===== config.mk =====
export PLATFORM = sky130hd
export DESIGN_NAME = issue_queue_mdu_param
export DESIGN_NICKNAME = d
export VERILOG_FILES = /design/src/rtl/issue_queue_mdu_param_pkg.sv /design/src/rtl/issue_queue_mdu_param_entry.sv /design/src/rtl/issue_queue_mdu_param.sv
export SDC_FILE = /design/constraint.sdc
export NUM_CORES = 1
export LEC_CHECK = 0
export CAP_MARGIN = 20
export CORE_MARGIN = 4
export CORE_UTILIZATION = 45
export DETAILED_ROUTE_END_ITERATION = 8
export PLACE_DENSITY = 0.65
export SYNTH_ARGS = -nofsm -noshare
export SYNTH_HDL_FRONTEND = slang
export SYNTH_SLANG_ARGS = --single-unit

===== constraint.sdc =====
create_clock -name clk -period 5.38 [get_ports clk]
set_input_delay 0.538 -clock clk [delete_from_list [all_inputs] [get_ports clk]]
set_output_delay 0.538 -clock clk [all_outputs]
set_load 0.05 [all_outputs]

===== src/rtl/issue_queue_mdu_param_pkg.sv =====
// Shared types for the multiply/divide issue queue.
// Supplies PREG_W, the wake tag type, UOPBundle and iq_mdu_entry_t.
package issue_queue_mdu_param_pkg;

    localparam int PREG_W = 6;

    typedef logic [PREG_W-1:0] preg_t;

    typedef struct packed {
        logic [7:0] id;
        preg_t      pdst;
        preg_t      prs1;
        preg_t      prs2;
        logic       isMul;
    } UOPBundle;

    typedef struct packed {
        UOPBundle uop;
        logic     prs1_rdy;
        logic     prs2_rdy;
    } iq_mdu_entry_t;

endpackage


===== src/rtl/issue_queue_mdu_param_entry.sv =====
// One issue queue slot: state, wakeup compare, shift/enqueue mux.
// Ports: clk, rst (async low), flush, shift_i/up_*_i from the slot above,
//   enq_we_i/enq_data_i, wake_valid_i/wake_paddr_i, valid_o/data_o.
module iq_mdu_param_entry
    import issue_queue_mdu_param_pkg::*;
#(
    parameter int WAKE_W = 4
) (
    input  logic                             clk,
    input  logic                             rst,
    input  logic                             flush,
    input  logic                             shift_i,
    input  logic                             up_valid_i,
    input  iq_mdu_entry_t                    up_data_i,
    input  logic                             enq_we_i,
    input  iq_mdu_entry_t                    enq_data_i,
    input  logic [WAKE_W-1:0]                wake_valid_i,
    input  logic [WAKE_W-1:0][PREG_W-1:0]    wake_paddr_i,
    output logic                             valid_o,
    output iq_mdu_entry_t                    data_o
);

    logic          valid_q, valid_d;
    iq_mdu_entry_t data_q, data_d;

    always_comb begin
        valid_d = valid_q;
        data_d  = data_q;
        if (shift_i) begin
            valid_d = up_valid_i;
            data_d  = up_data_i;
        end
        if (enq_we_i) begin
            valid_d = 1'b1;
            data_d  = enq_data_i;
        end
        // Wakeup is applied after the mux so fresh enqueues catch it too.
        for (int k = 0; k < WAKE_W; k++) begin
            if (wake_valid_i[k]) begin
                if (wake_paddr_i[k] == data_d.uop.prs1)
                    data_d.prs1_rdy = 1'b1;
                if (wake_paddr_i[k] == data_d.uop.prs2)
                    data_d.prs2_rdy = 1'b1;
            end
        end
        if (flush)
            valid_d = 1'b0;
    end

    always_ff @(posedge clk or negedge rst) begin
        if (!rst) begin
            valid_q <= 1'b0;
            data_q  <= '0;
        end else begin
            valid_q <= valid_d;
            data_q  <= data_d;
        end
    end

    assign valid_o = valid_q;
    assign data_o  = data_q;

endmodule


===== src/rtl/issue_queue_mdu_param.sv =====
// Age-ordered collapsing issue queue feeding the multiplier and divider.
// Ports: clk, rst (async low), flush, enq_valid/enq_data/enq_ready,
//   wake_valid/wake_paddr, mul_busy/div_busy, issue_valid/issue_data, count.
// Macro MDU_BUSY_MASK_EN: busy signals block only their own unit's uops.
module issue_queue_mdu_param
    import issue_queue_mdu_param_pkg::*;
#(
    parameter int DEPTH  = 8,
    parameter int ENQ_W  = 2,
    parameter int WAKE_W = 4
) (
    input  logic                              clk,
    input  logic                              rst,
    input  logic                              flush,
    input  logic [ENQ_W-1:0]                  enq_valid,
    input  iq_mdu_entry_t [ENQ_W-1:0]         enq_data,
    output logic                              enq_ready,
    input  logic [WAKE_W-1:0]                 wake_valid,
    input  logic [WAKE_W-1:0][PREG_W-1:0]     wake_paddr,
    input  logic                              mul_busy,
    input  logic                              div_busy,
    output logic                              issue_valid,
    output UOPBundle                          issue_data,
    output logic [$clog2(DEPTH+1)-1:0]        count
);

    localparam int CW = $clog2(DEPTH+1);
    localparam int SW = $clog2(DEPTH);

    logic [CW-1:0]  count_q, count_d;
    logic [DEPTH-1:0] v;
    iq_mdu_entry_t  e [DEPTH];
    logic [DEPTH-1:0] elig;
    logic [DEPTH-1:0] shift;
    logic [DEPTH-1:0] enq_we;
    iq_mdu_entry_t  enq_d [DEPTH];
    logic [SW-1:0]  sel;
    logic           found;
    logic           accept;
    int             n_acc;

    always_comb begin
        elig = '0;
        for (int i = 0; i < DEPTH; i++) begin
            logic ok;
`ifdef MDU_BUSY_MASK_EN
            ok = e[i].uop.isMul ? !mul_busy : !div_busy;
`else
            ok = !(mul_busy || div_busy);
`endif
            elig[i] = v[i] && e[i].prs1_rdy && e[i].prs2_rdy && ok;
        end
    end

    // Descending scan leaves the oldest eligible slot selected.
    always_comb begin
        found = 1'b0;
        sel   = '0;
        for (int i = DEPTH-1; i >= 0; i--) begin
            if (elig[i]) begin
                found = 1'b1;
                sel   = SW'(i);
            end
        end
    end

    assign issue_valid = found && !flush;
    assign issue_data  = issue_valid ? e[sel].uop : '0;

    assign enq_ready = (DEPTH - int'(count_q)) >= ENQ_W;
    assign accept    = enq_ready && !flush;

    always_comb begin
        n_acc = 0;
        for (int p = 0; p < ENQ_W; p++)
            if (accept && enq_valid[p])
                n_acc = n_acc + 1;
    end

    // Valid ports are packed in order starting at count - issued.
    always_comb begin
        int r;
        int n;
        r = int'(count_q) - int'(issue_valid);
        for (int j = 0; j < DEPTH; j++) begin
            shift[j]  = issue_valid && (j >= int'(sel));
            enq_we[j] = 1'b0;
            enq_d[j]  = '0;
            n = 0;
            for (int p = 0; p < ENQ_W; p++) begin
                if (accept && enq_valid[p]) begin
                    if (r + n == j) begin
                        enq_we[j] = 1'b1;
                        enq_d[j]  = enq_data[p];
                    end
                    n = n + 1;
                end
            end
        end
    end

    always_comb begin
        if (flush)
            count_d = '0;
        else
            count_d = CW'(int'(count_q) + n_acc - int'(issue_valid));
    end

    always_ff @(posedge clk or negedge rst) begin
        if (!rst)
            count_q <= '0;
        else
            count_q <= count_d;
    end

    assign count = count_q;

    for (genvar j = 0; j < DEPTH; j++) begin : g_slot
        logic          up_v;
        iq_mdu_entry_t up_e;
        if (j < DEPTH-1) begin : g_up
            assign up_v = v[j+1];
            assign up_e = e[j+1];
        end else begin : g_top
            assign up_v = 1'b0;
            assign up_e = '0;
        end
        iq_mdu_param_entry #(
            .WAKE_W(WAKE_W)
        ) u_entry (
            .clk         (clk),
            .rst         (rst),
            .flush       (flush),
            .shift_i     (shift[j]),
            .up_valid_i  (up_v),
            .up_data_i   (up_e),
            .enq_we_i    (enq_we[j]),
            .enq_data_i  (enq_d[j]),
            .wake_valid_i(wake_valid),
            .wake_paddr_i(wake_paddr),
            .valid_o     (v[j]),
            .data_o      (e[j])
        );
    end

endmodule


==> impl_metrics.env <==
export IMPL_status="completed"
export IMPL_grtUsageTotal=0.416
export IMPL_grt_pass1_vias=23900
export IMPL_yosysSeqAreaShare=0.272
export IMPL_worstPathRequired_ns=5.86
export IMPL_drtAntennaViolNets=0
export IMPL_crit_type="reg2reg"
export IMPL_synth_top_area_frac=0.272
export IMPL_grt_ovfl_total=0
export IMPL_p_leak_nw=11.1
export IMPL_netlist_area_um2=22500
export IMPL_max_stage_delay_ns=0.51
export IMPL_io_buffer_count=125
export IMPL_postLayoutCoreUtil=0.549
export IMPL_crit_top_cell="ha_1"
export IMPL_worstSetupStartpointType="flip-flop"
export IMPL_rsz0062_at_grt="false"
export IMPL_slew_viol_final=0
export IMPL_grt_pass1_wl_um=165000
export IMPL_skew_ns=0.0228
export IMPL_finalCritPeriodShare=0.983
export IMPL_post_route_min_period_ns=5.29
export IMPL_clk_latency_ns=0.57
export IMPL_final_layout_size_suffix_gt1_frac=0.164
export IMPL_initial_core_util=0.457
export IMPL_via_count=24700
export IMPL_synth_edff_count=0
export IMPL_nNetsFinal=3009
export IMPL_fmax_ghz=0.189
export IMPL_synth_nets=2870
export IMPL_layout_setup_ws_ns=0.0916
export IMPL_area_growth_pct=19.9
export IMPL_yosys_warnings=0
export IMPL_core_um2=49200
export IMPL_synthCells=2762
export IMPL_hold_viol_final=0
export IMPL_cap_violations=0
export IMPL_tightest_slew_ns=1.24
export IMPL_cts_sinks=244
export IMPL_yosys_most_used_dff="dfrtp_1"
export IMPL_dp_slack_ns=-0.210
export IMPL_numCtsBuffers=34
export IMPL_synth_area_leaders="dfrtp_1, xnor2_1, nand2_1"
export IMPL_r2r_slack_ns=0.09
export IMPL_reg2reg_depth=20
export IMPL_relSlewSlack=0.173
export IMPL_dp_hpwl_um=80100
export IMPL_ir_drop_uv=234
export IMPL_slowest_stage="dfrtp_1"
export IMPL_timing_rr_start="g_slot[5].u_entry.data_o[1]$_DFF_PN0_"
export IMPL_path_max_fanout=24
export IMPL_first_pass_iters=6
export IMPL_worstSetupEndpointType="flip-flop"
export IMPL_rows=81
export IMPL_root_buffer="clkbuf_16"
export IMPL_cts_buffer_depth=3
export IMPL_drt_total_wl_um=115000
export IMPL_ios=126
export IMPL_ys_seq_elements=244
export IMPL_most_common_layout_cells="nand2_1, xnor2_1, buf_4"
export IMPL_reg2reg_to="g_slot[7].u_entry.data_o[0]$_DFF_PN0_"
export IMPL_arrival_ns=5.77
export IMPL_fin_cells=3588
export IMPL_drt_initial_drc_count=3825
export IMPL_yosysUniqueCellTypes=101
export IMPL_antenna_found_initial=4
export IMPL_dieArea_um2=53600
export IMPL_final_common_cell="nand2_1"
export IMPL_syn_area_per_cell_um2=8.14
export IMPL_setup_viol=0
export IMPL_clkTransAtPathRegs_ns=0.06
export IMPL_grt_max_degree=120
export IMPL_gp_congestion=1.10
export IMPL_h_tree_depth=2
export IMPL_worstPathCellList="and3_1 > o41ai_2 > a31o_2 > inv_1 > ha_1 > ha_1 > inv_1 > ha_1 > and4_4 > o32a_1 > buf_4 > nor4b_4 > buf_12 > mux2i_1 > buf_4 > xnor2_1 > nand4_1 > nor4_1 > nor3_1 > o2111ai_1"
export IMPL_powerDensity_nw_per_um2=468
export IMPL_async_flop_share=1.00
export IMPL_vias_per_cell=6.87
export IMPL_die_h_um=232
export IMPL_cts_tree="built"
export IMPL_place_inst=3526
export IMPL_avgRoutedWirePerCell_um=32.2
export IMPL_drc=0
export IMPL_hp_class="in2async"
export IMPL_die_w_um=232
export IMPL_synth_area_leader_cell="dfrtp_1"
## per-stage QoR
step                      TNS (ns)  cell area, µm²  total power, W  hold slack [ns]
after floorplan                  0           22500         0.00762            0.242
after global placement      -0.205           25700         0.00983            0.507
after detailed placement    -0.345           25700         0.00997            0.518
after CTS                        0           26900          0.0124            0.532
after global routing             0           27000          0.0132            0.552
final                            0           27000          0.0126            0.524
## how the worst max path moves through the flow
stage	slack, ns	cells past startpoint	endpoint	from
after floorplan	0.03	19	g_slot[0].u_entry.data_o[0]$_DFF_PN0_	g_slot[5].u_entry.data_o[1]$_DFF_PN0_
after global placement	-0.21	22	g_slot[2].u_entry.data_o[0]$_DFF_PN0_	div_busy
after detailed placement	-0.21	22	g_slot[2].u_entry.data_o[0]$_DFF_PN0_	div_busy
after CTS	0.005	20	g_slot[7].u_entry.data_o[0]$_DFF_PN0_	g_slot[5].u_entry.data_o[1]$_DFF_PN0_
after global routing	0.01	20	g_slot[2].u_entry.data_o[0]$_DFF_PN0_	g_slot[5].u_entry.data_o[1]$_DFF_PN0_
final	0.09	20	g_slot[7].u_entry.data_o[0]$_DFF_PN0_	g_slot[5].u_entry.data_o[1]$_DFF_PN0_
## power breakdown
group          total, W  switching [W]  leakage (nW)  internal, W
clock           0.00238       0.000966         0.564      0.00141
sequential      0.00342       0.000856          3.14      0.00256
combinational   0.00684        0.00379          7.39      0.00304
## cell type report
class                      count  area (µm²)
antenna                        1        2.50
tap                          664         831
clock inverter                 9         121
inverter                     115         432
fill                        4571       22200
timing repair buffer         382        3400
clock buffer                  49        1020
multi-input combinational   2124       15000
sequential                   244        6110
## cells by family after synthesis
group                      after synthesis  share of synthesized area
and+or+nand+nor                        817                      0.170
AOI/OAI and AO/OA                      739                      0.225
buffers and inverters                  394                     0.0707
xor gates and xnor gates               368                      0.144
DFF                                    244                      0.272
muxes                                  185                      0.111
adders and majority gates               15                    0.00868
## synth_stat cells (all sizes together) (5+ instances only)
cell type and count:
or4 15, or2 8, nor4 47, o21a 5
mux2i 127, or3 13, xnor2 290, a221oi 10
buf 77, a2bb2oi 19, mux4 45, a21boi 5
mux2 13, dfrtp 244, nand2 334, ha 14
o22ai 29, inv 114, nand3 83, a221o 51
a22oi 50, xor2 78, nor2b 9, a21o 8
a211oi 22, a31oi 18, o21ai 184, o31ai 11
o21bai 5, nor3b 5, o2111ai 10, o41ai 7
nand4 54, a21oi 186, o221ai 19, o211ai 20
clkbuf 202, and2 10, a2111oi 9, a22o 24
a211o 7, nor3 51, nor2 157, and3 19
## routing by layer
metal  vias to the layer above  global-route usage  wire length, µm
met3                       678               0.133            15800
met5                         -                   0                0
met1                     11700               0.518            41400
met2                      2061               0.615            47300
met4                         0               0.281            10800
li1                      10200                   -                -
## state kept, by name, summed over array words and instances (netlist names)
register and cells:
g_slot.u_entry.valid_o 8, count 4, g_slot.u_entry.data_o 232
## critical path: cells and delay by family (launching register included)
family                     cells  cell delay [ns]
and+or+nand+nor                6             1.41
AOI/OAI and AO/OA              4             1.24
buffers and inverters          5             0.82
adders and majority gates      3             0.78
DFF                            1             0.51
muxes                          1             0.29
xor gates and xnor gates       1             0.13
## timing repair
| item | CTS | global route |
|---|---|---|
| endpoints found under the hold margin | 62 | 0 |
| endpoints found under the setup margin | 1 | 14 |
| pin swaps | 0 | 1 |
| resized for setup | 1 | 9 |
| buffers inserted | 0 | 2 |
| hold buffers | 1 | 0 |
Power figures use the tool's default switching activity.
